**src/rtl/fp_add_seq.sv**
```systemverilog
// fp_add_seq: multi-cycle bfloat16 adder sequencer.
// Orders operands by magnitude, aligns the smaller one a bit per cycle,
// adds/subtracts, left-normalizes a bit per cycle, then hands the sum to
// add_renorm (right renormalize + round-to-nearest-even) and registers it.
// Ports:
//   clk, rst       rising-edge clock, async active-high reset
//   start          one-cycle request, sampled only in IDLE
//   a, b           bfloat16 operands {sign, exp[7:0], frac[6:0]}
//   busy           high from the cycle after acceptance through DONE
//   done           one-cycle pulse, result valid
//   result         packed sum, held until overwritten by the next operation

// add_renorm: right renormalization on carry-out, then RNE rounding.
// mantissa is {carry, hidden, frac[6:0], guard, round, sticky}.
module add_renorm (
  input  logic [11:0] mantissa,
  input  logic [7:0]  exp,
  output logic [6:0]  mantissa_r,
  output logic [7:0]  exp_r
);
  logic [10:0] m1;
  logic [7:0]  e1;
  logic        rnd;
  logic [8:0]  m9;

  always_comb begin
    // Carry out: shift right once, folding the dropped bit into sticky.
    if (mantissa[11]) begin
      m1 = {mantissa[11:2], mantissa[1] | mantissa[0]};
      e1 = exp + 8'd1;
    end else begin
      m1 = mantissa[10:0];
      e1 = exp;
    end
    rnd = m1[2] & (m1[1] | m1[0] | m1[3]);
    m9  = {1'b0, m1[10:3]} + {8'd0, rnd};
    // Rounding overflow (1.1111111 + ulp) renormalizes to 1.0 at exp+1.
    if (m9[8]) begin
      mantissa_r = m9[7:1];
      exp_r      = e1 + 8'd1;
    end else begin
      mantissa_r = m9[6:0];
      exp_r      = e1;
    end
  end
endmodule

module fp_add_seq (
  input  logic        clk,
  input  logic        rst,
  input  logic        start,
  input  logic [15:0] a,
  input  logic [15:0] b,
  output logic        busy,
  output logic        done,
  output logic [15:0] result
);
  localparam int unsigned FpW  = 16;
  localparam int unsigned ExpW = 8;
  localparam int unsigned ManW = 11;
  localparam int unsigned SumW = 12;

  typedef enum logic [2:0] {
    S_IDLE, S_SWAP, S_ALIGN, S_ADD, S_NORM, S_ROUND, S_DONE
  } state_t;

  state_t            state_q, state_d;
  logic [FpW-1:0]    a_q, a_d, b_q, b_d, result_q, result_d;
  logic              sign_q, sign_d, eff_sub_q, eff_sub_d;
  logic              busy_q, busy_d, done_q, done_d;
  logic [ExpW-1:0]   exp_q, exp_d, d_q, d_d;
  logic [ManW-1:0]   mx_q, mx_d, my_q, my_d;
  logic [SumW-1:0]   sum_q, sum_d;

  // Operand ordering helpers, evaluated on the latched operands.
  logic              a_zero, b_zero, a_ge_b, mag_eq;
  logic [FpW-1:0]    x_op, y_op;
  logic [ExpW-1:0]   diff;
  logic [SumW-1:0]   add_sum;
  logic [6:0]        rn_frac;
  logic [ExpW-1:0]   rn_exp;

  always_comb begin
    a_zero  = (a_q[14:7] == 8'd0);
    b_zero  = (b_q[14:7] == 8'd0);
    a_ge_b  = (a_q[14:0] >= b_q[14:0]);
    mag_eq  = (a_q[14:0] == b_q[14:0]);
    x_op    = a_ge_b ? a_q : b_q;
    y_op    = a_ge_b ? b_q : a_q;
    diff    = x_op[14:7] - y_op[14:7];
    add_sum = eff_sub_q ? ({1'b0, mx_q} - {1'b0, my_q})
                        : ({1'b0, mx_q} + {1'b0, my_q});
  end

  add_renorm u_renorm (
    .mantissa   (sum_q),
    .exp        (exp_q),
    .mantissa_r (rn_frac),
    .exp_r      (rn_exp)
  );

  // Next-state and datapath control.
  always_comb begin
    state_d   = state_q;
    a_d       = a_q;
    b_d       = b_q;
    result_d  = result_q;
    sign_d    = sign_q;
    eff_sub_d = eff_sub_q;
    exp_d     = exp_q;
    d_d       = d_q;
    mx_d      = mx_q;
    my_d      = my_q;
    sum_d     = sum_q;

    case (state_q)
      S_IDLE: begin
        if (start) begin
          a_d     = a;
          b_d     = b;
          state_d = S_SWAP;
        end
      end
      S_SWAP: begin
        sign_d    = x_op[15];
        eff_sub_d = a_q[15] ^ b_q[15];
        exp_d     = x_op[14:7];
        d_d       = diff;
        mx_d      = {1'b1, x_op[6:0], 3'b000};
        my_d      = {1'b1, y_op[6:0], 3'b000};
        if (a_zero && b_zero) begin
          result_d = 16'h0000;
          state_d  = S_DONE;
        end else if (a_zero) begin
          result_d = b_q;
          state_d  = S_DONE;
        end else if (b_zero) begin
          result_d = a_q;
          state_d  = S_DONE;
        end else if ((a_q[15] ^ b_q[15]) && mag_eq) begin
          result_d = 16'h0000;
          state_d  = S_DONE;
        end else if (diff != 8'd0) begin
          state_d = S_ALIGN;
        end else begin
          state_d = S_ADD;
        end
      end
      S_ALIGN: begin
        // Far-apart exponents: Y only contributes a sticky bit.
        if (d_q > 8'd11) begin
          my_d    = 11'd1;
          d_d     = 8'd0;
          state_d = S_ADD;
        end else begin
          my_d = {1'b0, my_q[10:2], my_q[1] | my_q[0]};
          d_d  = d_q - 8'd1;
          if (d_q == 8'd1) state_d = S_ADD;
        end
      end
      S_ADD: begin
        sum_d = add_sum;
        if (eff_sub_q && !add_sum[10]) state_d = S_NORM;
        else                           state_d = S_ROUND;
      end
      S_NORM: begin
        // Another left shift would take the exponent to 0: flush.
        if (exp_q == 8'd1) begin
          result_d = 16'h0000;
          state_d  = S_DONE;
        end else begin
          sum_d = {sum_q[10:0], 1'b0};
          exp_d = exp_q - 8'd1;
          if (sum_q[9]) state_d = S_ROUND;
        end
      end
      S_ROUND: begin
        result_d = {sign_q, rn_exp, rn_frac};
        state_d  = S_DONE;
      end
      S_DONE:  state_d = S_IDLE;
      default: state_d = S_IDLE;
    endcase

    busy_d = (state_d != S_IDLE);
    done_d = (state_d == S_DONE);
  end

  always_ff @(posedge clk or posedge rst) begin
    if (rst) begin
      state_q   <= S_IDLE;
      a_q       <= '0;
      b_q       <= '0;
      result_q  <= '0;
      sign_q    <= 1'b0;
      eff_sub_q <= 1'b0;
      busy_q    <= 1'b0;
      done_q    <= 1'b0;
      exp_q     <= '0;
      d_q       <= '0;
      mx_q      <= '0;
      my_q      <= '0;
      sum_q     <= '0;
    end else begin
      state_q   <= state_d;
      a_q       <= a_d;
      b_q       <= b_d;
      result_q  <= result_d;
      sign_q    <= sign_d;
      eff_sub_q <= eff_sub_d;
      busy_q    <= busy_d;
      done_q    <= done_d;
      exp_q     <= exp_d;
      d_q       <= d_d;
      mx_q      <= mx_d;
      my_q      <= my_d;
      sum_q     <= sum_d;
    end
  end

  assign busy   = busy_q;
  assign done   = done_q;
  assign result = result_q;
endmodule

```
**config.mk**
```make
export PLATFORM = sky130hd
export DESIGN_NAME = fp_add_seq
export DESIGN_NICKNAME = d
export VERILOG_FILES = /design/src/rtl/fp_add_seq.sv
export SDC_FILE = /design/constraint.sdc
export NUM_CORES = 1
export LEC_CHECK = 0
export CAP_MARGIN = 30
export CORE_MARGIN = 2
export CORE_UTILIZATION = 38
export CTS_CLUSTER_DIAMETER = 150
export DETAILED_ROUTE_END_ITERATION = 12
export GPL_TIMING_DRIVEN = 0
export PLACE_DENSITY_LB_ADDON = 0.2
export SKIP_LAST_GASP = 1
export SYNTH_ARGS = -nofsm -noshare
export SYNTH_HDL_FRONTEND = slang
export SYNTH_SLANG_ARGS = --single-unit
```
**constraint.sdc**
```tcl
create_clock -name clk -period 4.57 [get_ports clk]
set_input_delay 0.457 -clock clk [delete_from_list [all_inputs] [get_ports clk]]
set_output_delay 0.457 -clock clk [all_outputs]
set_load 0.05 [all_outputs]
```
==> flow_metrics.env <==
export IMPL_synth_async_reset_ratio_pct=100.0
export IMPL_netlist_top_cell_by_area="dfrtp_1"
export IMPL_avgRoutedWirePerCell_um=17.27
export IMPL_avgSynthCellArea_um2=8.345
export IMPL_grt_pass1_wl_um=31460
export IMPL_insertion_delay_ns=0.36
export IMPL_cts_tree="yes"
export IMPL_synth_common_cells="nand2_1 (106), dfrtp_1 (102), nor2_1 (80), a21oi_1 (78), o21ai_0 (65)"
export IMPL_firstDrtPassIters=5
export IMPL_final_cells=1109
export IMPL_die_y_um=137.9
export IMPL_rows=48
export IMPL_cap_violations=0
export IMPL_antenna_found_initial=0
export IMPL_coreArea_um2=17420
export IMPL_grt_max_degree=65
export IMPL_critPathKind="flip-flop to flip-flop"
export IMPL_drv_slew=0
export IMPL_tightest_slew_ns=0.9652
export IMPL_routed_via_density=5.525
export IMPL_cp_end_kind="flip-flop"
export IMPL_rsz0062_at_grt="false"
export IMPL_yosysUniqueCellTypes=67
export IMPL_dp_cells=1095
export IMPL_num_vias=6127
export IMPL_yosysSeqAreaShare_pct=37.44
export IMPL_report_final_setup_viol=0
export IMPL_fin_tns_setup_ns=0
export IMPL_r2r_end="state_q[0]"
export IMPL_crit_fanout=16
export IMPL_grt_use_total_pct=21.43
export IMPL_drive_above_1_share_pct=5.656
export IMPL_hold_worst_slack_ns=0.4899
export IMPL_syn_nets=894
export IMPL_fin_skew_ns=0.01069
export IMPL_ys_ff_latch=102
export IMPL_nets=957
export IMPL_finalCritPeriodShare_pct=94.74
export IMPL_synth_area_leaders="dfrtp_1 (37%), ha_1 (7.5%), nand2_1 (5.8%)"
export IMPL_gp_congestion=0.9522
export IMPL_die_w_um=137.9
export IMPL_dr_first_iter_drc_count=479
export IMPL_critPathRequiredTime_ns=4.87
export IMPL_yosysWarnings=0
export IMPL_period_needed_ns=4.330
export IMPL_regToRegSetupSlack_ns=0.24
export IMPL_yosysMostFrequentCell="nand2_1"
export IMPL_p_total_mw=7.034
export IMPL_post_cts_buffers=0
export IMPL_synth_edf_count=0
export IMPL_start_util_pct=39.15
export IMPL_clkTransAtPathRegs_ns=0.07
export IMPL_hold_violations=0
export IMPL_dieArea_um2=19030
export IMPL_cts_root_buf="clkbuf_16"
export IMPL_power_leakage_nw=3.260
export IMPL_ctsHtreeMaxLevel=3
export IMPL_ir_drop_mv=0.3750
export IMPL_p_per_area_nw_per_um2=887.7
export IMPL_syn_inst=817
export IMPL_fmax_mhz=231.0
export IMPL_totalWireLength_um=19150
export IMPL_n_antenna_cell=0
export IMPL_cts_made_buffers=9
export IMPL_post_dp_cell_area_um2=7650
export IMPL_num_io_pins=53
export IMPL_regToRegStartpoint="b_q[12]"
export IMPL_design_area_um2=7924
export IMPL_syn_area_um2=6818
export IMPL_overflow=0
export IMPL_synth_flop_cell="dfrtp_1"
export IMPL_clkSinkCount=102
export IMPL_grt_pass1_vias=5873
export IMPL_worstRegToRegCells=15
export IMPL_cp_start_kind="flip-flop"
export IMPL_cp_arrival_ns=4.63
export IMPL_postRouteAntennaNets=0
export IMPL_clockBufferDepth=2
export IMPL_io_buffers=52
export IMPL_status="completed"
export IMPL_hpwl_um=14760
export IMPL_remaining_drc_errors=0
export IMPL_area_growth_pct=16.22
export IMPL_synth_top_area_share_pct=37.44
export IMPL_hold_class="primary input to async pin"
export IMPL_slew_limit_headroom_pct=34.75
[where the power goes]
group	internal (mW)	total, mW	switching [mW]
clock	0.396	0.753	0.357
combinational	1.72	4.46	2.74
sequential	1.35	1.82	0.472
total	3.46	7.03	3.57
[cell type report]
| class | instances | area, um^2 |
|---|---|---|
| clock inverter | 3 | 20.02 |
| timing repair buffer | 53 | 548.0 |
| inverter | 49 | 186.4 |
| fill | 1743 | 9493 |
| sequential | 102 | 2552 |
| clock buffer | 12 | 256.5 |
| tap | 225 | 281.5 |
| buffer | 45 | 171.4 |
| multi-input combinational | 620 | 3908 |
[registers in the layout (all words and copies together), names as in the netlist, 3 cells and up]
register and flops:
exp_q 8, sum_q 12, mx_q 8, d_q 8, a_q 16, my_q 11
state_q 3, result 16, b_q 16
[kinds of logic (layout without fill, tap and decap cells)]
kind of cell | Yosys count | after routing | synth area share, %
AOI/OAI and AO/OA | 260 | 260 | 24.13
xor gates and xnor gates | 25 | 25 | 3.212
adders and majority gates | 43 | 43 | 7.965
buffers and inverters | 95 | 162 | 5.249
DFF | 102 | 102 | 37.44
muxes | 26 | 26 | 4.148
and+or+nand+nor | 266 | 266 | 17.86
[critical path, stage by stage, from the launching register on]
cell      delay [ns]
dfrtp_1         0.43
inv_1           0.12
ha_1            0.36
a211oi_1        0.26
o21bai_1        0.13
a41oi_2         0.41
and2_1          0.19
buf_2           0.33
and3_1          0.20
a21oi_1         0.04
ha_1            0.21
o31ai_1         0.47
a31oi_1         0.18
or3_1           0.36
a222oi_1        0.40
a211o_1         0.19
[metal layers]
metal | vias to the layer above | GRT usage [%] | part of all wire (%)
met5 | - | 0 | 0
met4 | 0 | 4.875 | 1.1
met3 | 15 | 3.289 | 4.9
met2 | 143 | 32.78 | 44
met1 | 2917 | 31.85 | 50
li1 | 3052 | - | -
[cells in the final DEF (no fill, tap or decap), types with 3 or more instances in the layout]
cell             count
o21bai_1             6
clkbuf_1            43
nor3_1              10
or2_2                3
mux2_2              18
xnor2_1             16
a211oi_1             4
o21ai_0             65
nand4_1              7
o31ai_1              4
or3_1               12
a32oi_1              3
nor2_1              80
nand3_1             11
nor4_1               5
a31oi_1             29
nand2b_1             4
clkbuf_16            9
o22a_1               5
xor2_1               9
and4b_1              3
and2_1               3
clkdlybuf4s50_1     52
dfrtp_1            102
inv_1               48
and3_1               4
mux2i_1              8
or4_1                3
ha_1                41
o22ai_1              3
o221ai_1             8
o21a_1              12
and4_1               3
nand2_1            106
a22oi_1             16
a21oi_1             78
o211ai_1             6
[how the worst max path moves through the flow]
stage / start / to / cells after the start / slack (ns)
global placement: rst / result[13] / 2 / -0.35
CTS: b_q[12] / state_q[0] / 16 / 0.01
global route: b_q[12] / state_q[0] / 15 / 0.02
floorplan: a_q[4] / state_q[0] / 14 / 0.75
finish: b_q[12] / state_q[0] / 15 / 0.24
detailed placement: b_q[12] / state_q[0] / 16 / 0.07
[stage by stage]
step,worst slack [ns],utilization (%)
2_1_floorplan,0.7490,-
3_3_place_gp,-0.3518,43.75
3_5_place_dp,0.06722,43.92
4_1_cts,0.01375,45.51
5_1_grt,0.01501,45.50
6_report,0.2405,45.50
[timing repair]
action                                  in CTS  in global routing
resized for setup                            0                  1
hold buffers                                 0                  0
endpoints found under the setup margin       0                  3
Note: power is estimated with default switching activity, not from simulation.
